$ cat src/rtl/multicycle_control.sv
// multicycle_control: multi-cycle control FSM for the RISC-V core.
// Sequences each instruction through FETCH/DECODE/EXEC/MEM/WB and drives the
// datapath strobes. FETCH and MEM wait on a shared memory through mem_ready_i
// and abort after TIMEOUT_CYCLES consecutive not-ready cycles.
// Optional feature macro: ILLEGAL_TRAP_EN. When it is defined, an unknown opcode
// locks the FSM in TRAP until reset. When it is undefined, an unknown opcode
// behaves as a NOP.
module multicycle_control #(
  parameter int ALU_OP_W       = 3,
  parameter int TIMEOUT_CYCLES = 15,
  parameter int CNT_W          = 8
) (
  input  logic                clk_i,
  input  logic                reset_n_i,
  input  logic [6:0]          op_i,
  input  logic                mem_ready_i,
  output logic                pc_write_o,
  output logic [1:0]          pc_src_o,
  output logic                branch_o,
  output logic                iord_o,
  output logic                mem_read_o,
  output logic                mem_write_o,
  output logic                ir_write_o,
  output logic                reg_write_o,
  output logic [1:0]          mem_to_reg_o,
  output logic                alu_src_o,
  output logic [ALU_OP_W-1:0] alu_op_o,
  output logic                mem_err_o,
  output logic                illegal_o,
  output logic [2:0]          state_o
);

  typedef enum logic [2:0] {
    S_FETCH  = 3'd0,
    S_DECODE = 3'd1,
    S_EXEC   = 3'd2,
    S_MEM    = 3'd3,
    S_WB     = 3'd4,
    S_TRAP   = 3'd5
  } state_t;

  localparam logic [6:0] OP_R      = 7'h33;
  localparam logic [6:0] OP_I      = 7'h13;
  localparam logic [6:0] OP_LOAD   = 7'h03;
  localparam logic [6:0] OP_STORE  = 7'h23;
  localparam logic [6:0] OP_LUI    = 7'h37;
  localparam logic [6:0] OP_BRANCH = 7'h63;
  localparam logic [6:0] OP_JAL    = 7'h6F;
  localparam logic [6:0] OP_JALR   = 7'h67;

  localparam logic [CNT_W-1:0] TIMEOUT_VAL = CNT_W'(TIMEOUT_CYCLES);
  localparam logic [CNT_W-1:0] CNT_MAX     = '1;

  state_t           state;
  state_t           next_state;
  logic [CNT_W-1:0] wait_cnt;
  logic             known_op;
  logic             is_load;
  logic             is_store;
  logic             waiting;
  logic             timeout;
  logic [2:0]       alu_code;

  assign known_op = op_i inside {OP_R, OP_I, OP_LOAD, OP_STORE,
                                 OP_LUI, OP_BRANCH, OP_JAL, OP_JALR};
  assign is_load  = (op_i == OP_LOAD);
  assign is_store = (op_i == OP_STORE);

  // A memory-facing state that is still waiting. When the counter has reached
  // the limit in such a cycle, the access is abandoned. A ready in that same
  // cycle is still a success, because waiting is then low.
  assign waiting = ((state == S_FETCH) || (state == S_MEM)) && !mem_ready_i;
  assign timeout = waiting && (wait_cnt == TIMEOUT_VAL);

  // Next-state selection from the current state, the opcode and the memory handshake.
  always_comb begin
    // NOTE: every variable written here gets a default first, so no path
    // can leave it unassigned and infer a latch.
    next_state = state;
    case (state)
      S_FETCH: begin
        if (mem_ready_i) next_state = S_DECODE;
        else if (timeout) next_state = S_FETCH;
      end
      S_DECODE: begin
        if (known_op) next_state = S_EXEC;
`ifdef ILLEGAL_TRAP_EN
        else next_state = S_TRAP;
`else
        else next_state = S_FETCH;
`endif
      end
      S_EXEC: begin
        if (is_load || is_store) next_state = S_MEM;
        else if (op_i == OP_BRANCH) next_state = S_FETCH;
        else next_state = S_WB;
      end
      S_MEM: begin
        if (mem_ready_i) next_state = is_load ? S_WB : S_FETCH;
        else if (timeout) next_state = S_FETCH;
      end
      S_WB: next_state = S_FETCH;
`ifdef ILLEGAL_TRAP_EN
      S_TRAP: next_state = S_TRAP;
`endif
      default: next_state = S_FETCH;
    endcase
  end

  // State register and saturating wait counter, with synchronous active-low reset.
  always_ff @(posedge clk_i) begin
    // NOTE: sequential state uses non-blocking assignments only, so every
    // register samples values from before the edge.
    if (!reset_n_i) begin
      state    <= S_FETCH;
      wait_cnt <= '0;
    end else begin
      state <= next_state;
      if ((next_state != state) || timeout) wait_cnt <= '0;
      else if (waiting && (wait_cnt != CNT_MAX)) wait_cnt <= wait_cnt + CNT_W'(1);
    end
  end

  // Moore strobes decoded from state and opcode. All outputs are held at 0 during reset.
  always_comb begin
    pc_write_o   = 1'b0;
    pc_src_o     = 2'b00;
    branch_o     = 1'b0;
    iord_o       = 1'b0;
    mem_read_o   = 1'b0;
    mem_write_o  = 1'b0;
    ir_write_o   = 1'b0;
    reg_write_o  = 1'b0;
    mem_to_reg_o = 2'b00;
    alu_src_o    = 1'b0;
    alu_code     = 3'b000;
    mem_err_o    = 1'b0;
    illegal_o    = 1'b0;
    state_o      = 3'd0;
    if (reset_n_i) begin
      state_o = state;
      case (state)
        S_FETCH: begin
          if (timeout) begin
            mem_err_o = 1'b1;
          end else begin
            mem_read_o = 1'b1;
            if (mem_ready_i) begin
              ir_write_o = 1'b1;
              pc_write_o = 1'b1;
            end
          end
        end
        S_EXEC: begin
          case (op_i)
            OP_R: alu_code = 3'b000;
            OP_I, OP_LOAD: begin
              alu_code  = 3'b001;
              alu_src_o = 1'b1;
            end
            OP_STORE: begin
              alu_code  = 3'b110;
              alu_src_o = 1'b1;
            end
            OP_LUI: begin
              alu_code  = 3'b100;
              alu_src_o = 1'b1;
            end
            OP_BRANCH: begin
              alu_code = 3'b111;
              branch_o = 1'b1;
              pc_src_o = 2'b01;
            end
            OP_JAL: begin
              alu_code   = 3'b101;
              alu_src_o  = 1'b1;
              pc_write_o = 1'b1;
              pc_src_o   = 2'b01;
            end
            OP_JALR: begin
              alu_code   = 3'b101;
              alu_src_o  = 1'b1;
              pc_write_o = 1'b1;
              pc_src_o   = 2'b10;
            end
            default: alu_code = 3'b000;
          endcase
        end
        S_MEM: begin
          if (timeout) begin
            mem_err_o = 1'b1;
          end else begin
            iord_o      = 1'b1;
            mem_read_o  = is_load;
            mem_write_o = is_store;
          end
        end
        S_WB: begin
          reg_write_o = 1'b1;
          if (is_load) mem_to_reg_o = 2'b01;
          else if ((op_i == OP_JAL) || (op_i == OP_JALR)) mem_to_reg_o = 2'b10;
        end
`ifdef ILLEGAL_TRAP_EN
        S_TRAP: illegal_o = 1'b1;
`endif
        default: ;
      endcase
    end
    alu_op_o = ALU_OP_W'(alu_code);
  end

endmodule

$ cat config.mk
export PLATFORM = sky130hd
export DESIGN_NAME = multicycle_control
export DESIGN_NICKNAME = d
export VERILOG_FILES = /design/src/rtl/multicycle_control.sv
export SDC_FILE = /design/constraint.sdc
export NUM_CORES = 1
export LEC_CHECK = 0
export CORE_MARGIN = 2
export CORE_UTILIZATION = 40
export CTS_CLUSTER_SIZE = 14
export DETAILED_ROUTE_END_ITERATION = 6
export GPL_TIMING_DRIVEN = 0
export PLACE_DENSITY = 0.81
export SLEW_MARGIN = 20
export SYNTH_ARGS = -nofsm -noshare
export SYNTH_HDL_FRONTEND = slang
export SYNTH_SLANG_ARGS = --single-unit
$ cat constraint.sdc
create_clock -name clk_i -period 1.35 [get_ports clk_i]
set_input_delay 0.135 -clock clk_i [delete_from_list [all_inputs] [get_ports clk_i]]
set_output_delay 0.135 -clock clk_i [all_outputs]
set_load 0.1 [all_outputs]
==> results of run 1 <==
## metrics by stage
step	worst slack [ns]	std cells
CTS	-0.402	203
detailed placement	-1.74	171
global placement	-1.69	171
floorplan	-1.15	117
## Yosys cell counts, types with 2 or more instances
cell      instances  area [um^2]
and3_1            2         12.5
nor2b_1           3         18.8
xor2_1            2         17.5
nand2_1           9         33.8
inv_1             4         15.0
dfxtp_1          11          220
nor3b_1           2         15.0
mux2i_1           2         20.0
nand4_1           4         25.0
nand2b_1          3         18.8
a21oi_1          10         50.1
nand3b_1          2         15.0
o21ai_0           4         20.0
and2_1            7         43.8
nor3_1            2         10.0
or3_1             5         31.3
nand3_1           4         20.0
nor2_1           12         45.0
nor4_1            6         37.5
## cell families after synthesis
family / count (synthesis) / synth area share [%]
mux: 2 / 2.31
other cells: 1 / 0.433
simple gates: 68 / 45.4
fa+ha+maj: 1 / 1.44
compound gates: 24 / 16.9
buf+inv: 6 / 3.18
xor+xnor: 4 / 4.91
flops: 11 / 25.4
## timing repair
| action | CTS |
|---|---|
| gates resized for setup | 239 |
| setup endpoints to repair | 29 |
| setup buffers | 30 |
| pin swaps | 21 |
==> results.ini, run 1 <==
[status]
error=[ERROR DPL-0038] Utilization greater than 100%, impossible to legalize
status=stopped before the end
lastStage=global routing

[clocking]
ctsRootBufferMaster=clkbuf_4
hold_buffers=0
htreeDepth=1
cts_buffer_depth=2
cts_sinks=11
numCtsBuffers=3

[sta]
postGrtWorstEndpoint=alu_op_o[2]
worst_endpoint_kind=output port

[synth]
yosysSeqAreaShare_pct=25.4
syn-num-nets=128
ys_async_sr_fraction_pct=0
synth_edf_count=0
synth_cells=117
yosysWarnings=0
ys_ff_latch=11
synth.avg_cell_area_um2=7.40
synth_cell_types=42
ys_dominant_reg_cell=dfxtp_1
netlist_area_um2=866

[global_routing]
grt_max_degree=11

[place]
dpl.hpwl_mm=1.92
port_buffers=27
place_congestion=0.852
dpl_cell_area_mm2=0.00139

[die]
io_pins=30
fp.dieW_um=50.5
rows=16
floorplan.die.height_um=50.5
initial_core_util_pct=43.2

==> run 2: changes to the inputs <==
- CORE_AREA: default -> 2 2 63 65
- CORE_MARGIN: 2 -> default
- CORE_UTILIZATION: 40 -> default
- CTS_CLUSTER_SIZE: 14 -> default
- DIE_AREA: default -> 0 0 65 67
- PLACE_DENSITY: 0.81 -> default
- PLACE_DENSITY_LB_ADDON: default -> 0.15
- clock period: 1.35 -> 1.8 ns (I/O delays scaled with it)
==> run 2 against run 1 <==
The flow now finishes without violations. Area after synthesis stayed put. Synthesized cell count unchanged.
==> results.ini, run 2 <==
[detailed_routing]
vias_per_cell=4.93
vias=1016
drtPass1Iterations=4
avgRoutedWirePerCell_um=12.8
routed_wl_mm=2.64
ant_nets=0
drt_iter0_drc=36
drc=0

[status]
status=finished clean

[global_routing]
grt_antenna_before_repair=0
grt_first_pass_wirelength_mm=4.42
grt_pass1_vias=968
grt_max_degree=11
grtUsageTotal_pct=13.1
grt_remaining_overflow=0

[critical_path]
cp_slowest_stage_delay_ns=0.34
critPathArrivalTime_ns=1.61
cp.required_ns=1.62
reg2reg_to=wait_cnt[1]
worst_r2r_path_depth=5
cp_slowest_cell=dfxtp_2
regToRegSetupSlack_ns=0.32
path_cells=ha_4, and3_4, nand2_4, nor2_4, buf_4, nor3_4, buf_12
startpoint_type=flip-flop
cp_max_fo=4
critPathKind=flip-flop to output pin
cp-end-kind=output pin
reg2reg_from=wait_cnt[0]

[finish]
mostFrequentLayoutCell=buf_4
diodes=0
top_regs=wait_cnt: 8 flops, state: 3 flops
largest_reg_flops=8
fillCellCount=358
syn2layout_area_growth_pct=83.8
largest_register=wait_cnt
final_nets=170
seqCellArea_um2=230
multiInputGateArea_um2=831
fin_util_pct=44.1
drive_gt1_share_pct=46.8
final_cell_mix=13 x buf_4, 8 x a21oi_1, 7 x nor2_1

[sta]
drv_slew=0
slew_headroom_pct=60.2
rsz0062_at_grt=yes
finalHoldViolations=0
max_freq_mhz=560
min_period_over_period_pct=99.2
setup_tns_ns=0
setup_viol=0
skew_ns=0.00341
worst_slew_pin_slew_ns=0.591
period_minus_slack_ns=1.79

[synth]
synth_cell_types=42
synth.area.top_cells=dfxtp_1 25%, a21oi_1 5.8%, nor2_1 5.2%
ys_async_sr_fraction_pct=0
synth_cells=117
synth_most_common_cell=nor2_1
yosysSeqAreaShare_pct=25.4
yosysWarnings=0
ys_dominant_reg_cell=dfxtp_1
yosys-top-cells-count=12 x nor2_1, 11 x dfxtp_1, 10 x a21oi_1, 9 x nand2_1, 7 x and2_1
syn-num-nets=128
yosysTopAreaCellShare_pct=25.4
synth.avg_cell_area_um2=7.40
synth_edf_count=0
ys_ff_latch=11
netlist_area_um2=866
synth_top_area_cell=dfxtp_1

[clocking]
ctsRootBufferMaster=clkbuf_8
hold_buffers=0
numCtsBuffers=3
cts_sinks=11
path_clk_slew_ns=0.05
cts_tree=done
insertion_delay_ns=0.24
htreeDepth=1
cts_buffer_depth=2

[power]
leakage_nw=0.575
vdd_drop_max_mv=0.148
p_per_area_mw_per_mm2=426

[place]
dpl.hpwl_mm=1.95
place_congestion=0.762
port_buffers=27

[worst_hold_path]
hold_depth=2
hold_path_end=state[2]
min-delay-start=mem_ready_i
hold_path.class=input port to flip-flop

[die]
io_pins=30
die_area_mm2=0.00436
floorplan.die.height_um=67
initial_core_util_pct=24.0
fp.dieW_um=65
core_area_mm2=0.00361
rows=22

[run]
cap_violations=0

-- run 2: cell counts after synthesis --
No cell type changed its count.
-- run 2: kinds of logic (layout without fill, tap and decap cells) --
kind of cell	Yosys count	after routing	share of synthesized area [%]
buffers and inverters	6	47	3.18
xor gates and xnor gates	4	4	4.91
other	1	1	0.433
adders and majority gates	1	1	1.44
AOI/OAI and AO/OA	24	24	16.9
muxes	2	2	2.31
DFF	11	11	25.4
and+or+nand+nor	68	68	45.4
-- run 2: cell type report --
class	instances	share of cell area [%]
multi-input combinational	100	52.2
timing repair buffer	37	24.8
sequential	11	14.5
tap	48	3.77
clock buffer	4	2.83
inverter	4	1.18
buffer	2	0.786
-- run 2: how the worst max path moves through the flow --
stage | startpoint | endpoint
floorplan | state[2] | branch_o
global placement | op_i[3] | alu_src_o
detailed placement | op_i[3] | alu_src_o
CTS | op_i[2] | mem_read_o
global route | op_i[4] | mem_to_reg_o[0]
finish | wait_cnt[0] | mem_read_o
-- run 2: power breakdown --
part	leakage (nW)	internal (mW)	switching [mW]
Clock	0.0228	0.156	0.0990
Combinational	0.460	0.0568	0.114
Sequential	0.0920	0.246	0.00622
Total	0.575	0.459	0.219
-- run 2: layer usage --
| metal | wire (um) | GRT usage, % | part of all wire, % |
|---|---|---|---|
| met5 | 0 | 0 | 0 |
| met4 | 38 | 6.38 | 1.4 |
| met3 | 120 | 2.87 | 4.6 |
| met2 | 1320 | 21.6 | 50 |
| met1 | 1150 | 15.9 | 44 |
-- run 2: through the flow --
stage               hold slack (ns)  total power [mW]  std cells  instance area (um^2)  worst slack (ns)
floorplan                     0.332             0.366        117                  1030            -0.741
global placement              0.495             0.416        192                  1360             -1.35
detailed placement            0.502             0.416        192                  1360             -1.36
CTS                           0.351             0.678        202                  1500          -0.00446
global route                  0.343             0.706        206                  1590           -0.0371
finish                        0.331             0.678        206                  1590            0.0146
-- run 2: timing repair --
| item | in CTS | in global routing |
|---|---|---|
| resized for setup | 133 | 22 |
| buffers inserted | 6 | 4 |
| endpoints found under the setup margin | 19 | 10 |
| pin swaps | 8 | 5 |
-- run 2: critical path: cells and delay by family (launching register included) --
family        cells  cell delay, ns
fa+ha+maj         1            0.17
buf+inv           2            0.34
flops             1            0.34
simple gates      4            0.52
No activity file was read; power rests on OpenSTA's default activity.
